$ cat config.mk
export PLATFORM = sky130hd
export DESIGN_NAME = uart_rx_fifo_wr_flat
export DESIGN_NICKNAME = d
export VERILOG_FILES = /design/src/rtl/uart_rx_fifo_wr_if.sv /design/src/rtl/uart_rx_fifo_wr.sv /design/src/flat_wrapper.sv
export SDC_FILE = /design/constraint.sdc
export NUM_CORES = 1
export LEC_CHECK = 0
export BUFFER_PORTS_ARGS = -buffer_cell sky130_fd_sc_hd__buf_4
export CORE_MARGIN = 4
export CORE_UTILIZATION = 64
export CTS_BUF_LIST = sky130_fd_sc_hd__clkbuf_8
export CTS_CLUSTER_SIZE = 28
export DETAILED_ROUTE_END_ITERATION = 8
export PLACE_DENSITY = 0.86
export SYNTH_ARGS = -nofsm -noshare
export SYNTH_HDL_FRONTEND = slang
export SYNTH_SLANG_ARGS = --single-unit
$ cat constraint.sdc
create_clock -name clk -period 3.2 [get_ports clk]
set_input_delay 0.64 -clock clk [delete_from_list [all_inputs] [get_ports clk]]
set_output_delay 0.64 -clock clk [all_outputs]
set_load 0.02 [all_outputs]
$ cat src/rtl/uart_rx_fifo_wr_if.sv
// Write port between the UART receiver and the downstream FIFO.
interface uart_rx_fifo_wr_if;
   logic       wr;
   logic [7:0] din;
   logic       full;

   modport master (output wr, output din, input full);
   modport slave  (input wr, input din, output full);
endinterface

$ cat src/rtl/uart_rx_fifo_wr.sv
// 8N1 UART receiver that pushes each good byte into a downstream FIFO.
// Bad stop bits and bytes dropped on a full FIFO are kept as sticky flags.
module uart_rx_fifo_wr #(
   parameter int CLKS_PER_BIT = 16
) (
   input  logic               clk,
   input  logic               rst,
   input  logic               rx,
   input  logic               clr_err,
   uart_rx_fifo_wr_if.master  fifo,
   output logic               busy,
   output logic               frame_err,
   output logic               overrun
);

   localparam int CW = $clog2(CLKS_PER_BIT) + 1;
   localparam logic [CW-1:0] LAST  = CW'(CLKS_PER_BIT - 1);
   localparam logic [CW-1:0] HLAST = CW'(CLKS_PER_BIT / 2 - 1);

   typedef enum logic [2:0] {IDLE, START, DATA, STOP, WAIT_HIGH} state_t;

   state_t          state;
   logic [CW-1:0]   cnt;
   logic [3:0]      bitcnt;
   logic [7:0]      shreg;
   logic            sync1, rxs;
   logic            wr_q;
   logic [7:0]      din_q;

   assign fifo.wr  = wr_q;
   assign fifo.din = din_q;
   assign busy     = (state != IDLE);

   // Two-flop synchronizer on the raw line; resets to the idle (high) level.
   always_ff @(posedge clk or posedge rst) begin
      if (rst) begin
         sync1 <= 1'b1;
         rxs   <= 1'b1;
      end else begin
         sync1 <= rx;
         rxs   <= sync1;
      end
   end

   // Frame FSM: mid-bit sampling, byte assembly, FIFO write and sticky flags.
   always_ff @(posedge clk or posedge rst) begin
      if (rst) begin
         state     <= IDLE;
         cnt       <= '0;
         bitcnt    <= '0;
         shreg     <= '0;
         wr_q      <= 1'b0;
         din_q     <= '0;
         frame_err <= 1'b0;
         overrun   <= 1'b0;
      end else begin
         wr_q <= 1'b0;
         // Clear first so a set in the same cycle (later assignment) wins.
         if (clr_err) begin
            frame_err <= 1'b0;
            overrun   <= 1'b0;
         end
         case (state)
            IDLE: begin
               if (!rxs) begin
                  state  <= START;
                  cnt    <= '0;
                  bitcnt <= '0;
               end
            end
            START: begin
               if (cnt == HLAST) begin
                  cnt   <= '0;
                  // A start bit that is gone at mid-bit was a glitch.
                  state <= rxs ? IDLE : DATA;
               end else begin
                  cnt <= cnt + CW'(1);
               end
            end
            DATA: begin
               if (cnt == LAST) begin
                  cnt    <= '0;
                  shreg  <= {rxs, shreg[7:1]};
                  bitcnt <= bitcnt + 4'd1;
                  if (bitcnt == 4'd7) state <= STOP;
               end else begin
                  cnt <= cnt + CW'(1);
               end
            end
            STOP: begin
               if (cnt == LAST) begin
                  cnt <= '0;
                  if (rxs) begin
                     state <= IDLE;
                     if (!fifo.full) begin
                        wr_q  <= 1'b1;
                        din_q <= shreg;
                     end else begin
                        overrun <= 1'b1;
                     end
                  end else begin
                     frame_err <= 1'b1;
                     state     <= WAIT_HIGH;
                  end
               end else begin
                  cnt <= cnt + CW'(1);
               end
            end
            WAIT_HIGH: begin
               // Hold off until the line idles so a long low is not a new start.
               if (rxs) state <= IDLE;
            end
            default: state <= IDLE;
         endcase
      end
   end

endmodule

$ cat src/flat_wrapper.sv
// flat-port wrapper written by rule: the top's interface ports become plain ports
module uart_rx_fifo_wr_flat 
#(
   parameter int CLKS_PER_BIT = 16
)
  (clk, rst, rx, clr_err, busy, frame_err, overrun, fifo_wr, fifo_din, fifo_full);
  uart_rx_fifo_wr_if fifo_i ();
  input  logic clk;
  input  logic rst;
  input  logic rx;
  input  logic clr_err;
  output logic busy;
  output logic frame_err;
  output logic overrun;
  output wire logic [$bits(fifo_i.wr)-1:0] fifo_wr;
  output wire logic [$bits(fifo_i.din)-1:0] fifo_din;
  input wire logic [$bits(fifo_i.full)-1:0] fifo_full;
  assign fifo_wr = fifo_i.wr;
  assign fifo_din = fifo_i.din;
  assign fifo_i.full = fifo_full;
  uart_rx_fifo_wr #(.CLKS_PER_BIT(CLKS_PER_BIT)) u_core (.clk(clk), .rst(rst), .rx(rx), .clr_err(clr_err), .fifo(fifo_i), .busy(busy), .frame_err(frame_err), .overrun(overrun));
endmodule
[Word-level counts from Yosys, hierarchy flattened]
Index checks and enable logic that the tools add are counted.
Word-level totals
  register bits after elaboration: 33
  input bits: 5
  output and inout port bits: 12
Cells by class
  add/subtract/negate cells: 2
  bitwise gates (word level): 1
  equality and inequality tests: 13
  reduce and logical (&&, ||, !) cells: 10
  mux-type cells: 29
Operator list (number)
  3-bit 2-to-1 mux: 7
  5-bit 2-to-1 mux: 3
  3-bit case mux with 5 select lines: 1
  5-bit case mux with 3 select lines: 1
  1-bit 2-to-1 mux: 13
  2-bit by 1-bit inequality test with 1-bit output (second input constant): 5
  4-bit 2-to-1 mux: 2
  4-bit case mux with 2 select lines: 1
  3-bit by 2-bit equality test with 1-bit output (second input constant): 2
  6-bit AND reduction: 1
  3-bit nonzero test: 2
  5-bit by 1-bit adder with 5-bit output (second input constant): 1
  5-bit by 3-bit equality test with 1-bit output (second input constant): 1
  5-bit by 4-bit equality test with 1-bit output (second input constant): 1
  4-bit by 1-bit adder with 4-bit output (second input constant): 1
  4-bit by 3-bit equality test with 1-bit output (second input constant): 1
  2-bit AND reduction: 2
  4-bit AND reduction: 1
  3-bit by 1-bit equality test with 1-bit output (second input constant): 1
  3-bit equality test (second input constant): 1
  3-bit zero test: 1
  3-bit AND reduction: 1
  2-bit 2-to-1 mux: 1
  2-bit inequality test (second input constant): 1
  3 further kinds: 3

[Depth between registers and ports, before layout]
Gate-level depths: netlist of the first run.
  depth in word-level cells: 5
  mapped depth: 7
  gate-level depth less buffers: 6

[Worst setup path after synthesis of the first run]
No wires, ideal clock.
  path kind: reg-to-reg
  from: reg u_core.cnt[0]
  to: reg u_core.din_q[0] (netlist: u_core.fifo.din[0])
  required time: 3075 ps
  path slack: 1330 ps
  period minus slack after synthesis: 1870 ps
  arrival: 1745 ps
  stages on the path, launching flop included: 7
  cells stage by stage: dfrtp_1 -> ha_1 -> and3_1 -> buf_2 -> inv_2 -> nor4_4 -> mux2_2
On the way
  longest elaborated chain between the ends: 2
RTL lines
  start, declared: line uart_rx_fifo_wr.sv:23  | logic [CW-1:0] cnt;
  start signal, assigned: line uart_rx_fifo_wr.sv:77  | cnt <= cnt + CW'(1);
  start signal, assigned: line uart_rx_fifo_wr.sv:87  | cnt <= cnt + CW'(1);
  start signal, assigned: line uart_rx_fifo_wr.sv:106  | cnt <= cnt + CW'(1);
  5-bit by 4-bit equality test with 1-bit output: line uart_rx_fifo_wr.sv:91  | if (cnt == LAST) begin
  4-bit AND reduction (no line)
  end signal, assigned: line uart_rx_fifo_wr.sv:97  | din_q <= shreg;
  end, declared: line uart_rx_fifo_wr.sv:28  | logic [7:0] din_q;
No other way between the ends.
A chain may end at the register's enable or synchronous reset.

[Worst setup path after layout of the first run]
  from: reg u_core.cnt[0]
  to: reg u_core.din_q[4] (netlist: u_core.fifo.din[4])
Same word-level chain as after synthesis.

==> results of run 1 <==
==> sequential cells by signal, indices dropped and copies added (netlist names) <==
name / flops
u_core.overrun: 1
u_core.cnt: 5
u_core.fifo.din: 8
u_core.fifo.wr: 1
u_core.bitcnt: 4
u_core.state: 3
u_core.shreg: 8
u_core.frame_err: 1
u_core.rxs: 1
u_core.sync1: 1
==> synthesized netlist by cell type, types with 2 or more instances <==
| cell type | number |
|---|---|
| mux2i_1 | 3 |
| o211ai_1 | 3 |
| o31ai_1 | 2 |
| nand4_1 | 2 |
| and3b_1 | 2 |
| clkbuf_1 | 5 |
| nor2b_1 | 3 |
| a311oi_1 | 2 |
| inv_1 | 5 |
| mux2_2 | 14 |
| and3_1 | 2 |
| a31oi_1 | 2 |
| nand2b_1 | 2 |
| dfstp_2 | 2 |
| or3_1 | 2 |
| dfrtp_1 | 31 |
| nand3b_1 | 3 |
| ha_1 | 3 |
| mux2_1 | 2 |
| a32o_1 | 2 |
| buf_2 | 2 |
| nor3b_1 | 2 |
| nand3_1 | 5 |
| nand2_1 | 3 |
| nor2_1 | 5 |
| a2111oi_0 | 2 |
==> through the flow <==
stage	util [%]	worst slack [ns]
final	79.1	0.991
after global placement	74.6	1.15
after global routing	79.1	0.860
after CTS	79.1	0.993
after detailed placement	74.6	1.03
after floorplan	-	1.33
==> report_power, final <==
group / switching (mW) / internal (mW) / leakage (nW)
sequential: 0.112 / 0.479 / 0.431
clock: 0.145 / 0.194 / 0.0542
combinational: 0.178 / 0.158 / 0.386
==> layer usage <==
metal | vias up | track usage (%) | wire length [um] | part of all wire, %
met3 | 5 | 6.79 | 128 | 4.3
li1 | 510 | - | - | -
met1 | 532 | 25.3 | 1290 | 43
met4 | 0 | 8.94 | 46 | 1.5
met5 | - | 0 | 0 | 0
met2 | 27 | 35.7 | 1510 | 51
==> worst max-delay path by stage <==
stage | endpoint | depth (start not counted) | startpoint | slack [ns]
final | u_core.fifo.din[4] | 5 | u_core.cnt[0] | 0.99
after CTS | u_core.fifo.din[7] | 5 | u_core.cnt[0] | 0.99
after global routing | u_core.fifo.din[7] | 5 | u_core.cnt[0] | 0.86
after detailed placement | u_core.fifo.din[4] | 5 | u_core.cnt[0] | 1.03
after global placement | u_core.fifo.din[1] | 5 | u_core.cnt[0] | 1.15
after floorplan | u_core.fifo.din[0] | 6 | u_core.cnt[0] | 1.33
==> kinds of logic after synthesis <==
kind of cell / share of synthesized area [%]
compound gates: 11.9
xor+xnor: 0.565
fa+ha+maj: 2.42
buf+inv: 3.55
flops: 53.4
mux: 13.5
simple gates: 14.7
==> cell usage in the layout, fill, tap and decap left out, drive strengths merged, types with 2 or more instances in the layout <==
cell     count
mux2        16
dfrtp       31
a2111oi      2
buf         17
ha           3
nor2b        3
nand3b       3
a31oi        2
inv          6
clkbuf       7
nor2         5
or3          2
nor3b        2
dfstp        2
a32o         2
nand4        2
and3         2
mux2i        3
nand2b       2
a311oi       2
o211ai       3
and3b        2
nand3        5
o31ai        2
nand2        3
==> area by class of cell <==
type	count	area share, %
Clock buffer	7	5.40
Clock inverter	1	0.281
Inverter	6	1.26
Multi-Input combinational cell	82	37.5
Sequential cell	33	46.5
Tap cell	28	1.96
Timing Repair Buffer	17	7.16
==> reports/metrics.yaml, run 1 <==
netlist_top_cells_area: "dfrtp_1, mux2_2, dfstp_2"
multi_input_area_um2: 668
synth-seq-area-share_pct: 53.4
r2r_cells: 5
finalSetupViolCount: 0
final_max_slew_viol_count: 0
io_pins: 17
clock_latency_ns: 0.28
cts_buffer_depth: 2
powerDensity_nw_per_um2: 711
cp_slowest_stage_delay_ns: 0.57
start_kind: "flip-flop"
fin_crit_sh_pct: 69.0
path_delay_family: "simple AND/OR/NAND/NOR gates"
skew_ns: 0.00387
hold_viol_final: 0
synth-edff-count: 0
async_flop_share_pct: 100
worst_ep_required_time_ns: 3.36
clock-root-buffer: "clkbuf_8"
arrival_ns: 2.37
post-cts-setup-buffers: 0
antenna_left: 0
rsz0062_at_grt: "no"
clk_pin_slew_ns: 0.06
final_nets: 153
track_usage_pct: 21.3
worstMarginPinSlew_ns: 0.643
syn-num-nets: 137
overflow: 0
critPathSlowestCell: "nor4_4"
synthesis.area_um2: 1550
post_cts_resized: 0
crit_chain: "ha_1, and3_1, inv_2, nor4_4, mux2_2"
antenna_found_initial: 0
portBuffers: 16
final_area_um2: 1780
p_leak_nw: 0.871
synth-main-ff-cell: "dfrtp_1"
whs_ns: 0.361
r2r-start: "u_core.cnt[0]"
drive_above_1_share_pct: 30.8
routed_wl_um: 2980
ys_warn_count: 0
wl_per_cell_um: 17.1
die_h_um: 57.2
worstHoldStart: "u_core.sync1"
yosysUniqueCellTypes: 44
tritoncts: "built"
routabilityCongestion: 0.765
synth.largest_area_cell: "dfrtp_1"
seq_area_um2: 828
ir_worst_vdd_uv: 666
start_util_pct: 68.8
worst-r2r-setup-slack_ns: 0.99
period_needed_ns: 2.21
drt_iter0_markers: 38
min_path_type: "flip-flop to flip-flop"
area_delta_synth_final_pct: 14.9
placed_cell_area_um2: 1680
synth_top_area_share_pct: 50.0
drv_cap: 0
n_antenna_cell: 0
fillCellCount: 147
whs_path_depth: 0
die_w_um: 57.2
critPathCaptureType: "flip-flop"
dpl.hpwl_um: 2050
drc: 0
rows: 17
cts-htree-levels: 2
coreArea_um2: 2250
max_clock_freq_mhz: 453
cp_num_buf_inv: 1
dieArea_um2: 3280
worst-setup-path-type: "flip-flop to flip-flop"
crit_path_max_fanout: 9
grt_pass1_vias: 1100
dp_cells: 166
relSlewSlack_pct: 56.8
stdcell_count: 174
grt_first_pass_wirelength_um: 5180
firstDrtPassIters: 4
cts.sinks: 33
r2r_end: "u_core.fifo.din[4]"
cts_hold_buf: 0
status: "finished, final reports clean"
min_to: "u_core.rxs"
vias: 1074
via_per_inst: 6.17
syn_inst: 129
syn_avg_cell_area_um2: 12.0
fin_setup_tns_ns: 0
power_mw: 1.27
yosys_register_bits: 33
cts-buffers-inserted: 5
grt_max_degree: 34
Note: power is estimated with default switching activity, not from simulation.
==> inputs of run 2 (changes only) <==
--- a/config.mk
+++ b/config.mk
@@ -7,11 +7,11 @@
 export LEC_CHECK = 0
 export BUFFER_PORTS_ARGS = -buffer_cell sky130_fd_sc_hd__buf_4
 export CORE_MARGIN = 4
-export CORE_UTILIZATION = 64
+export CORE_UTILIZATION = 60
 export CTS_BUF_LIST = sky130_fd_sc_hd__clkbuf_8
 export CTS_CLUSTER_SIZE = 28
 export DETAILED_ROUTE_END_ITERATION = 8
-export PLACE_DENSITY = 0.86
+export PLACE_DENSITY = 0.81
 export SYNTH_ARGS = -nofsm -noshare
 export SYNTH_HDL_FRONTEND = slang
 export SYNTH_SLANG_ARGS = --single-unit
==> constraint.sdc (replaced) <==
create_clock -name clk -period 2.07 [get_ports clk]
set_input_delay 0.414 -clock clk [delete_from_list [all_inputs] [get_ports clk]]
set_output_delay 0.414 -clock clk [all_outputs]
set_load 0.02 [all_outputs]
==> run 2 against run 1 <==
Final cell count is 4.0% higher. Via count is 0.28% higher. Critical endpoint is now u_core.fifo.din[0]. Total power is 65% higher. Largest cell class unchanged. Die area is 5.7% higher. Count of clock-buffer cells in the layout is 1 lower. Wire length is 3.0% lower.
==> reports/metrics.yaml, run 2 (synthesized netlist as in run 1, its figures left out) <==
status: "finished, final reports clean"
via_per_inst: 5.95  # -3.6%
powerDensity_nw_per_um2: 1130  # +60%
track_usage_pct: 19.2  # -2.1 points
clkPwrFrac_pct: 29.2  # +2.4 points
portBuffers: 16  # unchanged
crit_path_max_fanout: 9  # unchanged
grt_max_degree: 34  # unchanged
area_delta_synth_final_pct: 18.5
final_nets: 158  # +3.3%
overflow: 0  # unchanged
die_w_um: 58.9  # +2.8%
r2r_cells: 6  # +1
routabilityCongestion: 0.769  # +0.60%
cts-buffers-inserted: 5  # unchanged
dpl.hpwl_um: 2060  # +0.50%
rows: 18  # +1
worstMarginPinSlew_ns: 0.416  # -0.227 ns
cellInternalPower_mw: 1.41  # +70%
post_cts_resized: 0  # unchanged
cts-htree-levels: 2  # unchanged
period_needed_ns: 1.91  # -0.300 ns
p_comb_share_pct: 28.7  # +2.1 points
cts.sinks: 33  # unchanged
wl_per_cell_um: 16.0  # -6.8%
grt_first_pass_wirelength_um: 4840  # -6.5%
drt_iter0_markers: 30  # -21%
finalSetupViolCount: 0  # unchanged
layout_common_cells: "dfrtp_1, buf_4, mux2_2"
firstDrtPassIters: 4  # unchanged
min_path_type: "input port to asynchronous set/reset pin"
skew_ns: 0.00466  # +0.000794 ns
r2r_end: "u_core.fifo.din[0]"
relSlewSlack_pct: 71.5  # +15 points
grt_pass1_vias: 1106  # +0.55%
r2r-start: "u_core.cnt[0]"
clk_pin_slew_ns: 0.07  # about the same
final_area_um2: 1840  # +3.2%
start_util_pct: 62.6  # -6.2 points
dieArea_um2: 3460  # +5.7%
worst_ep_required_time_ns: 2.24  # -1.12 ns
antenna_found_initial: 0  # unchanged
switching_share_pct: 32.2  # -2.2 points
post-cts-setup-buffers: 0  # unchanged
final_common_cell: "dfrtp_1"
clock-root-buffer: "clkbuf_8"
fin_setup_tns_ns: 0  # unchanged
worst-r2r-setup-slack_ns: 0.16  # -0.83 ns
tritoncts: "built"
p_seq_share_pct: 42.1  # -4.5 points
coreArea_um2: 2480  # +9.9%
vias: 1077  # +0.28%
power.switching_mw: 0.671  # +54%
p_leak_nw: 0.903  # +3.7%
placed_cell_area_um2: 1720  # +2.4%
ir_worst_vdd_uv: 843  # +26%
cts_buffer_depth: 2  # unchanged
drv_cap: 0  # unchanged
io_pins: 17  # unchanged
drc: 0  # unchanged
arrival_ns: 2.07  # -0.30 ns
start_kind: "flip-flop"
drive_above_1_share_pct: 33.1  # +2.3 points
n_antenna_cell: 0  # unchanged
critPathCaptureType: "flip-flop"
worst-setup-path-type: "flip-flop to flip-flop"
rsz0062_at_grt: "no"
max_clock_freq_mhz: 524  # +16%
routed_wl_um: 2890  # -3.0%
hold_viol_final: 0  # unchanged
cts_hold_buf: 0  # unchanged
clock_latency_ns: 0.28  # about the same
final_max_slew_viol_count: 0  # unchanged
antenna_left: 0  # unchanged
die_h_um: 58.9  # +2.8%
fin_crit_sh_pct: 92.2  # +23 points
-- run 2: changes by cell type in the layout (fill, tap and decap cells not counted) --
| cell | change |
|---|---|
| clkinv_2 | -1 |
| clkbuf_8 | -1 |
| inv_1 | +1 |
| and3_2 | +1 |
| and3_1 | -1 |
| buf_4 | +5 |
| bufinv_16 | +1 |
-- run 2: power by group through the flow --
stage	sequential, mW	combinational [mW]	clock, mW
floorplan	0.820	0.495	0
global placement	0.877	0.573	0
detailed placement	0.883	0.595	0
CTS	0.871	0.600	0.624
global route	0.893	0.664	0.655
finish	0.878	0.598	0.609
-- run 2: how the worst max path moves through the flow --
stage / start / end / cells past startpoint
floorplan: u_core.cnt[0] / u_core.fifo.din[0] / 6
global placement: u_core.cnt[0] / u_core.fifo.din[1] / 6
detailed placement: u_core.cnt[0] / u_core.fifo.din[4] / 6
CTS: u_core.cnt[0] / u_core.fifo.din[0] / 6
global route: u_core.cnt[0] / u_core.fifo.din[0] / 6
finish: u_core.cnt[0] / u_core.fifo.din[0] / 6
-- run 2: critical path: stages, from the launching register on --
cell     delay (ns)
dfrtp_1        0.39
ha_1           0.26
and3_2         0.29
inv_2          0.08
nor4_4         0.20
buf_4          0.22
mux2_2         0.35
-- run 2: cell type report --
type	instances	area [um2]
sequential	33	828
inverter	6	22.5
fill	168	638
tap	30	37.5
clock inverter	2	33.8
clock buffer	6	82.6
timing repair buffer	22	165
multi-input combinational	82	669
-- run 2: stage by stage --
| step | utilization, % | hold WS [ns] | total power [mW] | std cells | setup slack, ns |
|---|---|---|---|---|---|
| 3_3_place_gp | 69.5 | 0.349 | 1.45 | 173 | 0.210 |
| 3_5_place_dp | 69.5 | 0.354 | 1.48 | 173 | 0.121 |
| 4_1_cts | 74.2 | 0.231 | 2.10 | 181 | 0.0959 |
| 5_1_grt | 74.2 | 0.219 | 2.21 | 181 | 0.0751 |
| 2_1_floorplan | - | 0.345 | 1.31 | 129 | 0.200 |
| 6_report | 74.2 | 0.222 | 2.09 | 181 | 0.161 |
-- run 2: routing by layer --
metal / up-vias / track usage [%] / part of all wire [%]
met5: - / 0 / 0
met4: 0 / 8.09 / 2.0
met3: 7 / 7.46 / 3.6
met2: 21 / 32.2 / 50
met1: 530 / 21.8 / 44
li1: 519 / - / -
